[src/rtl/uart_txq.sv]
// uart_txq: UART transmitter with a small FIFO, runtime divisor, 1/2 stop bits.
// Parity is built in only when UART_TXQ_PARITY_EN is defined.
module uart_txq #(
  parameter int DATA_BITS  = 8,
  parameter int FIFO_DEPTH = 4,
  parameter int DIV_W      = 16
) (
  input  logic                          clk,
  input  logic                          rst_n,
  input  logic [DIV_W-1:0]              baud_div,
  input  logic                          stop2,
  input  logic [1:0]                    parity_mode,
  input  logic [DATA_BITS-1:0]          tx_data,
  input  logic                          tx_valid,
  output logic                          tx_ready,
  output logic                          txd,
  output logic                          busy,
  output logic [$clog2(FIFO_DEPTH):0]   fifo_level
);
  localparam int AW = $clog2(FIFO_DEPTH);
  localparam int LW = AW + 1;
  typedef enum logic [2:0] {
    IDLE, START, DATA, STOP
`ifdef UART_TXQ_PARITY_EN
    , PARITY
`endif
  } state_t;
  state_t               state_q, state_d;
  logic [DIV_W-1:0]     cnt_q, cnt_d, len_q, len_d;
  logic [3:0]           idx_q, idx_d;
  logic [DATA_BITS-1:0] sh_q, sh_d;
  logic                 stop2_q, stop2_d;
  logic                 txd_q, txd_d;
  logic [AW-1:0]        wp_q, rp_q;
  logic [LW-1:0]        lvl_q;
  logic [DATA_BITS-1:0] mem [FIFO_DEPTH];
  logic                 push, pop, bit_end;
`ifdef UART_TXQ_PARITY_EN
  logic                 par_en_q, par_en_d, par_q, par_d;
`else
  logic                 unused_parity;
  assign unused_parity = ^parity_mode;
`endif
  assign tx_ready   = lvl_q != LW'(FIFO_DEPTH);
  assign push       = tx_valid & tx_ready;
  assign bit_end    = cnt_q == len_q - DIV_W'(1);
  assign txd        = txd_q;
  assign busy       = state_q != IDLE;
  assign fifo_level = lvl_q;
  always_comb begin
    state_d = state_q;
    cnt_d   = bit_end ? '0 : cnt_q + DIV_W'(1);
    len_d   = len_q;
    idx_d   = idx_q;
    sh_d    = sh_q;
    stop2_d = stop2_q;
    pop     = 1'b0;
`ifdef UART_TXQ_PARITY_EN
    par_en_d = par_en_q;
    par_d    = par_q;
`endif
    case (state_q)
      IDLE: cnt_d = '0;
      START: if (bit_end) begin
        state_d = DATA;
        idx_d   = '0;
      end
      DATA: if (bit_end) begin
        sh_d  = sh_q >> 1;
        idx_d = idx_q + 4'd1;
        if (idx_q == 4'(DATA_BITS - 1)) begin
          idx_d = '0;
`ifdef UART_TXQ_PARITY_EN
          state_d = par_en_q ? PARITY : STOP;
`else
          state_d = STOP;
`endif
        end
      end
`ifdef UART_TXQ_PARITY_EN
      PARITY: if (bit_end) begin
        state_d = STOP;
        idx_d   = '0;
      end
`endif
      STOP: if (bit_end) begin
        idx_d   = idx_q + 4'd1;
        state_d = (idx_q == {3'b0, stop2_q}) ? IDLE : STOP;
      end
      default: state_d = IDLE;
    endcase
    // A frame ending with data queued chains straight into the next start bit.
    if (state_d == IDLE && lvl_q != '0) begin
      pop     = 1'b1;
      state_d = START;
      cnt_d   = '0;
      idx_d   = '0;
      len_d   = (baud_div < DIV_W'(2)) ? DIV_W'(2) : baud_div;
      stop2_d = stop2;
      sh_d    = mem[rp_q];
`ifdef UART_TXQ_PARITY_EN
      par_en_d = ^parity_mode;
      par_d    = (^mem[rp_q]) ^ parity_mode[1];
`endif
    end
    txd_d = (state_d == START) ? 1'b0 : (state_d == DATA) ? sh_d[0] : 1'b1;
`ifdef UART_TXQ_PARITY_EN
    if (state_d == PARITY) txd_d = par_q;
`endif
  end
  always_ff @(posedge clk or negedge rst_n) begin
    if (!rst_n) begin
      state_q <= IDLE;
      cnt_q   <= '0;
      len_q   <= '0;
      idx_q   <= '0;
      sh_q    <= '0;
      stop2_q <= 1'b0;
      txd_q   <= 1'b1;
      wp_q    <= '0;
      rp_q    <= '0;
      lvl_q   <= '0;
`ifdef UART_TXQ_PARITY_EN
      par_en_q <= 1'b0;
      par_q    <= 1'b0;
`endif
    end else begin
      state_q <= state_d;
      cnt_q   <= cnt_d;
      len_q   <= len_d;
      idx_q   <= idx_d;
      sh_q    <= sh_d;
      stop2_q <= stop2_d;
      txd_q   <= txd_d;
      wp_q    <= push ? wp_q + AW'(1) : wp_q;
      rp_q    <= pop ? rp_q + AW'(1) : rp_q;
      lvl_q   <= lvl_q + LW'(push) - LW'(pop);
`ifdef UART_TXQ_PARITY_EN
      par_en_q <= par_en_d;
      par_q    <= par_d;
`endif
    end
  end
  always_ff @(posedge clk) begin
    if (push) mem[wp_q] <= tx_data;
  end
endmodule

[config.mk]
export PLATFORM = sky130hd
export DESIGN_NAME = uart_txq
export DESIGN_NICKNAME = d
export VERILOG_FILES = /design/src/rtl/uart_txq.sv
export SDC_FILE = /design/constraint.sdc
export NUM_CORES = 1
export LEC_CHECK = 0
export ABC_CLOCK_PERIOD_IN_PS = 5950
export CORE_AREA = 4 4 99 101
export DETAILED_ROUTE_END_ITERATION = 7
export DIE_AREA = 0 0 103 105
export GPL_ROUTABILITY_DRIVEN = 0
export PLACE_DENSITY_LB_ADDON = 0.15
export SLEW_MARGIN = 20
export SYNTH_ARGS = -nofsm -noshare
export SYNTH_HDL_FRONTEND = slang
export SYNTH_SLANG_ARGS = --single-unit
[constraint.sdc]
create_clock -name clk -period 5.95 [get_ports clk]
set_clock_uncertainty 0.15 [all_clocks]
set_input_delay 1.19 -clock clk [delete_from_list [all_inputs] [get_ports clk]]
set_output_delay 1.19 -clock clk [all_outputs]
set_load 0.02 [all_outputs]
# Word-level counts from Yosys, hierarchy flattened
# Memories as Yosys holds them, arrays and structs flattened.
# Index checks and enable logic that the tools add are counted.
dict set report word_totals {
  reg_bits 56
  mem_bits_rw 32
  output_inout_bits 6
  wordCells 68
  mem_count 1
}
dict set report classes {
  addsub 7
  n_lt_le_gt_ge 1
  eq_ne 12
  mux 25
  bitwise_logic 1
  reduce_logical 10
}
# name words word_bits rd rd_clocked_by_memory_dff wr line
set mem_list {}
lappend mem_list {mem 4 8 1 0 1 36} ;# logic [DATA_BITS-1:0] mem [FIFO_DEPTH];
# operator n
set ops {}
lappend ops {{2-to-1 mux 16 bit} 4}
lappend ops {{2-to-1 mux 8 bit} 3}
lappend ops {{2-to-1 mux 4 bit} 5}
lappend ops {{adder 16 x 1 -> 16 bit, second input constant} 1}
lappend ops {{equality test 16 bit} 1}
lappend ops {{less-than comparator 16 x 2 -> 1 bit, second input constant} 1}
lappend ops {{subtractor 16 x 1 -> 16 bit, second input constant} 1}
lappend ops {{2-to-1 mux 3 bit} 5}
lappend ops {{inequality test 3 bit, second input constant} 4}
lappend ops {{one-hot mux 3 bit (4 select lines)} 1}
lappend ops {{one-hot mux 4 bit (3 select lines)} 1}
lappend ops {{equality test 3 x 2 -> 1 bit, second input constant} 3}
lappend ops {{equality test 3 x 1 -> 1 bit, second input constant} 2}
lappend ops {{zero test 3 bit} 2}
lappend ops {{nonzero test 3 bit} 2}
lappend ops {{2-to-1 mux 1 bit} 5}
lappend ops {{adder 2 x 1 -> 2 bit, second input constant} 2}
lappend ops {{adder 4 x 1 -> 4 bit, second input constant} 1}
lappend ops {{equality test 4 x 1 -> 1 bit} 1}
lappend ops {{equality test 4 x 3 -> 1 bit, second input constant} 1}
lappend ops {{AND reduction 4 bit} 1}
lappend ops {{nonzero test 2 bit} 2}
lappend ops {{nonzero test 4 bit} 1}
lappend ops {{adder 3 x 1 -> 3 bit} 1}
lappend ops {{other kinds (5)} 5}

# Longest topological paths before layout
# Gate-level depths: netlist of run 1.
dict set report logic_depth {
  depth_word 10
  mapped_depth 18
}

# Worst setup path before layout of run 1
# Ideal clock, no wire load.
dict set report synth_timing {
  path_type {reg2reg}
  from {register len_q[0]}
  to {register lvl_q[2] (netlist: fifo_level[2])}
  setup_ps 123
  arrival_time_ps 3838
  required_time_ps 5677
  setup_slack_ps 1839
  path_stages_with_launch 19
  n_path_buf 3
  synth_period_minus_slack_ps 4111
  path_cell_list {dfrtp_1 > inv_1 > ha_1 > or3b_1 > or3_1 > a31o_2 > o22ai_1 > nor4_4 > and4_1 > o31a_1 > buf_6 > buf_6 > buf_6 > ha_1 > inv_1 > ha_1 > fa_1 > xnor2_1 > xnor2_1}
}
dict set report synth_via {
  elab_chain_cells 8
  word_cells_on_any_way 10
}
# item line
set synth_rtl {}
lappend synth_rtl {{start, declared} 29} ;# logic [DIV_W-1:0] cnt_q, cnt_d, len_q, len_d;
lappend synth_rtl {{start signal, assigned} 130} ;# len_q <= len_d;
lappend synth_rtl {{subtractor 16 x 1 -> 16 bit (*)} 46} ;# assign bit_end = cnt_q == len_q - DIV_W'(1);
lappend synth_rtl {{equality test 16 bit (*)} 46}
lappend synth_rtl {{2-to-1 mux 3 bit (on tied branches)} {86, 64, 68}}
lappend synth_rtl {{one-hot mux 3 bit (4 select lines) (*)} 62} ;# case (state_q)
lappend synth_rtl {{zero test 3 bit (*)} 93} ;# if (state_d == IDLE && lvl_q != '0) begin
lappend synth_rtl {{logical AND 1 bit (*)} 93}
lappend synth_rtl {{2-to-1 mux 1 bit (*)} 93}
lappend synth_rtl {{subtractor 3 x 1 -> 3 bit (*)} 137} ;# lvl_q <= lvl_q + LW'(push) - LW'(pop);
lappend synth_rtl {{end signal, assigned} 137}
lappend synth_rtl {{end, declared} 35} ;# logic [LW-1:0] lvl_q;
# Mark *: on every way between the ends. The rest lies on a longest branch, timed or not.
# A chain may end at the register's enable or synchronous reset.

# Worst setup path in the final report of run 1
# Same ends and word-level chain as after synthesis.

==> key figures, run 1 <==
Clocking
  – Worst-case clock buffer depth: 2
  – Htree depth: 3
  – CTS tree: done
  – Cts repair resizes: 0
  – Cts bufs inserted: 9
  – Worst-Skew Late Latency: 0.37 ns
  – Sink Count: 88
  – CTS root buf: clkbuf_8
  – Cts hold-fix bufs: 0
  – Clk slew on worst S/H paths: 0.10 ns
  – Post-CTS setup buffer count: 0

Global routing
  – Met1 usage: 0.206
  – Vias in the first global route: 2,913
  – Pin count of the biggest net entering global routing: 57
  – Initial antenna violation count: 0
  – First-pass GRT wire length: 13.8 mm
  – Grt total ovfl: 0
  – GRT busiest layer: met2
  – Met2 Usage GRT: 0.270
  – GRT Total Usage: 0.165
  – GR Util met3: 0.0327

Hold path
  – Hold endpoint: sh_q[6]
  – Hold Path Stages: 1
  – Origin of the worst min-delay path: sh_q[7]
  – Hold WC Path Type: reg -> reg

Setup path
  – Worst Path Max Fanout: 7
  – Setup CP Type: reg -> reg
  – Startpoint Class: flop
  – FF-to-FF setup slack: between 1.5 and 2 ns
  – Reg2Reg Launch Point: len_q[0]
  – Worst Path Required: 6.09 ns
  – Slowest stage delay, CP: 0.47 ns
  – Family with the most delay on the worst path: simple AND/OR/NAND/NOR gates
  – Most common cell on crit path: ha_1
  – Critical-path cell list: inv_1 > ha_1 > nor3b_1 > nand3_1 > or3_1 > a22o_1 > nor4_4 > and4_1 > o31a_1 > ha_1 > inv_1 > ha_1 > fa_1 > xnor2_1 > xnor2_1
  – CP Capture Type: flop
  – R2R depth: 15
  – Worst r2r dst: fifo_level[2]
  – Crit path DAT: 4.34 ns
  – CP Buf/Inv Count: 2
  – Worst path slowest cell: nor4_4

Place
  – Setup WS pre-CTS: 1.76 ns
  – Port Buffer Count: 33
  – Detailed placement HPWL: between 5 and 6 mm
  – DP Area: between 0.004 and 0.005 mm^2
  – Dpl cells: 490

Logic synthesis
  – Commonest register cell after synthesis: dfrtp_1
  – Synth Cell Area: 0.00434 mm^2
  – Combinational family with the most area after synthesis: simple AND/OR/NAND/NOR gates
  – Synth Instances: 354
  – Ys async rst share: 0.636
  – Synthesized area per cell: 12.3 um^2
  – Synth unique cells: 60
  – Post-synthesis mux area share: 0.0885
  – Syn nets: 394
  – Yosys reg bits: 88
  – Synth Area in Compound Gates: 0.0741
  – EDFF count, synth: 32
  – Syn. warnings: 0
  – Synth Area in XOR/XNOR: 0.0726
  – Synthesized-area fraction occupied by adder cells: 0.0305
  – Seq/Total Area, Yosys: 0.544
  – Synth Area in Simple Gates: 0.161

Drt
  – Antenna viol nets, final: 0
  – Initial DRC count: 93
  – Drc violations: 0
  – Routed Wire Length: 8.22 mm
  – Wire length per cell: between 15 and 20 um
  – Initial DRT Pass Iterations: 4
  – Vias per cell: 5.59
  – Vias: 2,830

Final layout
  – Design Area, Final: 0.00495 mm^2
  – Antenna diodes: 0
  – Final core area utilization: 0.548
  – Layout cells sized above 1: 0.129
  – Fill count: between 700 and 800
  – Commonest non-fill, non-tap cells in the layout: dfrtp_1 (55), clkdlybuf4s50_1 (32), edfxtp_1 (32), nor2_1 (25), xnor2_1 (19)
  – Most common cell after layout, fill and taps aside: dfrtp_1
  – Final nets: 430
  – Synth-to-layout area growth: 13.9%
  – Finished Layout Cells: 506

STA
  – Final number of setup-violating endpoints: 0
  – Total negative slack: 0 ns
  – Period minus WS final: 4.20 ns
  – Max frequency: approximately 240 MHz
  – Slack of the critical path: 1.75 ns
  – Unrepaired setup endpoints after global routing: no
  – Final Hold Vio Count: 0
  – Worst slew pin tran: just over 0.7 ns
  – Max-slew violations: 0
  – Max-Slew Margin vs Limit: 0.520
  – Period Utilization, post-route: 0.706

Die
  – I/O pin cnt: 36
  – Cell Rows: 35
  – Starting Density: 0.481
  – Die Wd: 103 um
  – CORE AREA: 0.00902 mm^2
  – Die area: between 0.01 and 0.015 mm^2
  – Chip Height: ~110 um

Flow run
  – Max_cap viols: 0

Pwr
  – Peak supply drop: 0.000223 V
  – Leakage power: a little under 2 nW
  – PwrDens: 405 mW/mm^2

Status
  – Status: completed
## state kept, by name, summed over array words and instances, names as in the netlist, 3 cells and up
signal,cells
cnt_q,16
fifo_level,3
idx_q,4
len_q,16
mem,32
sh_q,8
state_q,3
## layout make-up
cell class,instances,area (um^2),share of cell area
clock inverter,7,75.1,0.0152
inverter,13,48.8,0.00986
tap,111,139,0.0281
clock buffer,9,124,0.0250
sequential,88,2360,0.478
timing repair buffer,35,340,0.0688
multi-input combinational,243,1860,0.375
## metrics by stage
step / power, mW / hold slack (ns)
2_1_floorplan: 1.43 / 0.325
3_3_place_gp: 1.59 / 0.347
3_5_place_dp: 1.62 / 0.346
4_1_cts: 2.03 / 0.359
5_1_grt: 2.14 / 0.377
6_report: 2.00 / 0.353
## layer usage
layer	routed length, um	vias up	part of all wire
met4	240	0	0.029
met1	3580	1395	0.43
li1	-	1374	-
met2	4110	44	0.50
met3	293	17	0.036
met5	0	-	0
## cells in the mapped netlist (all sizes together), types with 3 or more instances
cell type,n,share of area
or3,6,0.0086
nand3,13,0.015
clkbuf,3,0.0026
or4,3,0.0061
o21ai,12,0.016
nor4,9,0.016
a211oi,4,0.0069
xnor2,19,0.038
a221o,6,0.014
and4,3,0.0061
nor3,8,0.0092
nor2,26,0.023
edfxtp,32,0.22
or2,3,0.0043
and3,11,0.016
buf,7,0.014
ha,9,0.026
nand2,17,0.015
inv,13,0.011
xor2,17,0.034
mux4,8,0.041
mux2,16,0.042
dfrtp,55,0.32
nor3b,3,0.0052
nand2b,5,0.0072
and2,8,0.012
a21oi,7,0.0081
## power by group
group | switching (mW) | total, mW | internal [mW]
Clock | 0.244 | 0.409 | 0.165
Combinational | 0.298 | 0.635 | 0.337
Sequential | 0.168 | 0.958 | 0.790
Total | 0.710 | 2.00 | 1.29
## worst max-delay path by stage
stage,start,endpoint,cells past startpoint
after floorplan,len_q[0],fifo_level[2],18
after global placement,len_q[0],fifo_level[2],15
after detailed placement,len_q[0],fifo_level[2],15
after CTS,len_q[0],fifo_level[2],15
after global routing,len_q[0],fifo_level[2],15
final,len_q[0],fifo_level[2],15
## cells by family after synthesis
family	count (synthesis)
simple gates	125
flops	88
compound gates	45
xor+xnor	36
mux	26
buf+inv	23
fa+ha+maj	10
other cells	1
Note: power is estimated with default switching activity, not from simulation.
==> inputs of run 2 (changes only) <==
ABC_CLOCK_PERIOD_IN_PS = 3700   (was 5950)
clock period = 3.7 ns   (was 5.95 ns; I/O delays follow)
==> run 2 against run 1 <==
- cell area increased by 5.4%
- die area unchanged
- first-iteration DRC count up 1.1%
- via count grew 2.5%
- final cell count is 4.2% higher
- fmax increased by 13%
- the run now ends with negative setup slack left
- flip-flop and latch count stayed put
- critical path depth did not move
- count of clock-buffer cells in the layout did not move
- power is 72% higher
- sequential share of layout area fell by 2.5 points
==> key figures, run 2 (synthesis results as in run 1) <==
Clocking
  – Htree depth: 3 (unchanged)
  – CTS tree: done
  – CTS root buf: clkbuf_8
  – Cts hold-fix bufs: 0 (unchanged)
  – Clk slew on worst S/H paths: 0.09 ns (about the same)
  – Worst-Skew Late Latency: 0.36 ns (about the same)
  – Worst-case clock buffer depth: 2 (unchanged)
  – Cts bufs inserted: 9 (unchanged)
  – Sink Count: 88 (unchanged)

Final layout
  – Layout cells sized above 1: 0.214 (+0.0848)
  – Biggest register: mem
  – Synth-to-layout area growth: 20.1%
  – Final core area utilization: 0.578 (+0.0298)
  – Largest register FFs: 32 (unchanged)
  – Design Area, Final: 0.00522 mm^2 (+5.4%)
  – Fill count: 768 (-0.52%)
  – Finished Layout Cells: 527 (+4.2%)
  – Antenna diodes: 0 (unchanged)
  – Most common cell after layout, fill and taps aside: dfrtp_1
  – Commonest non-fill, non-tap cells in the layout: dfrtp_1 (55), clkdlybuf4s50_1 (32), edfxtp_1 (32), nor2_1 (25), buf_4 (21)
  – Top flop regs: mem (32), cnt_q (16), len_q (16)
  – Final nets: 451 (+4.9%)

Drt
  – Drc violations: 0 (unchanged)
  – Wire length per cell: 15.7 um (-3.4%)
  – Initial DRC count: 94 (+1.1%)
  – Antenna viol nets, final: 0 (unchanged)
  – Initial DRT Pass Iterations: 4 (unchanged)
  – Vias per cell: 5.51 (-1.5%)
  – Vias: 2,902 (+2.5%)
  – Routed Wire Length: 8.28 mm (+0.62%)

Setup path
  – FF-to-FF setup slack: -0.01 ns (-1.76 ns)
  – Setup CP Type: reg -> reg
  – End of the critical path: fifo_level[2]
  – Critical path origin: len_q[1]
  – Crit path DAT: 3.81 ns (-0.53 ns)
  – Reg2Reg Launch Point: len_q[1]
  – R2R depth: 15 (unchanged)
  – CP Capture Type: flop
  – Worst r2r dst: fifo_level[2]
  – Worst Path Max Fanout: 3 (-4)
  – Startpoint Class: flop
  – Worst Path Required: 3.79 ns (-2.30 ns)

Place
  – Setup WS pre-CTS: 0.0193 ns (-1.74 ns)
  – Dpl cells: 505 (+3.1%)
  – DP Area: 0.00489 mm^2 (+2.9%)
  – Detailed placement HPWL: 5.95 mm (+2.9%)
  – Port Buffer Count: 33 (unchanged)

Global routing
  – First-pass GRT wire length: 13.8 mm (+0.15%)
  – Vias in the first global route: 2,878 (-1.2%)
  – GRT Total Usage: 0.163 (-0.00205)
  – Initial antenna violation count: 0 (unchanged)
  – Grt total ovfl: 0 (unchanged)
  – Pin count of the biggest net entering global routing: 41 (-28%)

STA
  – Total negative slack: -0.0126 ns (-0.0126 ns)
  – Final Hold Vio Count: 0 (unchanged)
  – Period minus WS final: 3.71 ns (-0.491 ns)
  – Max frequency: 269 MHz (+13%)
  – Unrepaired setup endpoints after global routing: yes
  – Max-Slew Margin vs Limit: 0.397 (-0.124)
  – Worst slew pin tran: 0.905 ns (+0.185 ns)
  – Slack of the critical path: -0.0126 ns (-1.76 ns)
  – Max-slew violations: 0 (unchanged)
  – Period Utilization, post-route: 1.00 (+0.297)
  – Final number of setup-violating endpoints: 1 (+1)

Die
  – Die Wd: 103 um (unchanged)
  – Starting Density: 0.481 (unchanged)
  – CORE AREA: 0.00902 mm^2 (unchanged)
  – Cell Rows: 35 (unchanged)
  – Die area: 0.0108 mm^2 (unchanged)
  – Chip Height: 105 um (unchanged)
  – I/O pin cnt: 36 (unchanged)

Status
  – Failing checks: negative setup slack
  – Status: finished with violations

Pwr
  – Peak supply drop: 0.000354 V (+59%)
  – PwrDens: 659 mW/mm^2 (+63%)
  – Leakage power: 2.08 nW (+6.7%)

Hold path
  – Hold WC Path Type: in -> async

Flow run
  – Max_cap viols: 0 (unchanged)
[run 2: repair_timing]
action                                  4_1_cts  5_1_grt
buffers inserted                              5        1
pin swaps                                     3        8
endpoints found under the setup margin        1       21
resized for setup                             5       14
[run 2: how the worst min path moves through the flow]
stage	startpoint	end	slack (ns)	cells after the start
final	rst_n	len_q[9]	0.35	1
after global routing	sh_q[3]	sh_q[3]	0.40	1
after CTS	rst_n	len_q[10]	0.38	1
after detailed placement	sh_q[3]	sh_q[3]	0.35	1
after global placement	sh_q[6]	sh_q[5]	0.34	1
after floorplan	rst_n	cnt_q[0]	0.29	0
[run 2: critical path, stage by stage, from the launching register on]
cell and delay (ns):
dfrtp_1 0.43, inv_2 0.09, ha_4 0.14, or3b_4 0.39
or3_1 0.31, a31o_2 0.27, o22ai_4 0.16, nor4_4 0.08
and4_1 0.18, o31a_1 0.31, ha_1 0.28, inv_1 0.04
ha_2 0.17, fa_2 0.35, xnor2_2 0.14, xnor2_1 0.13
[run 2: power breakdown]
group          switching, mW  total [mW]  internal (mW)
Clock                  0.360       0.680          0.320
Combinational          0.572        1.24          0.672
Sequential             0.241        1.51           1.27
Total                   1.17        3.44           2.26
[run 2: layout make-up]
class | count | area (um^2) | share of cell area
clock buffers | 9 | 124 | 0.0237
inverters | 13 | 48.8 | 0.00935
multi-input cells | 243 | 1960 | 0.375
clock inverters | 7 | 80.1 | 0.0154
well taps | 111 | 139 | 0.0266
flip-flops and latches | 88 | 2360 | 0.453
repair buffers | 56 | 505 | 0.0969
[run 2: per-stage QoR]
stage	hold slack [ns]	power, mW
after floorplan	0.294	2.32
after global placement	0.344	2.66
after detailed placement	0.350	2.69
after CTS	0.376	3.43
after global routing	0.399	3.68
final	0.353	3.44
[run 2: routing by layer]
layer  track usage  share of wire
met5             0              0
met4        0.0620          0.027
met3        0.0294          0.035
met2         0.266           0.50
met1         0.214           0.44
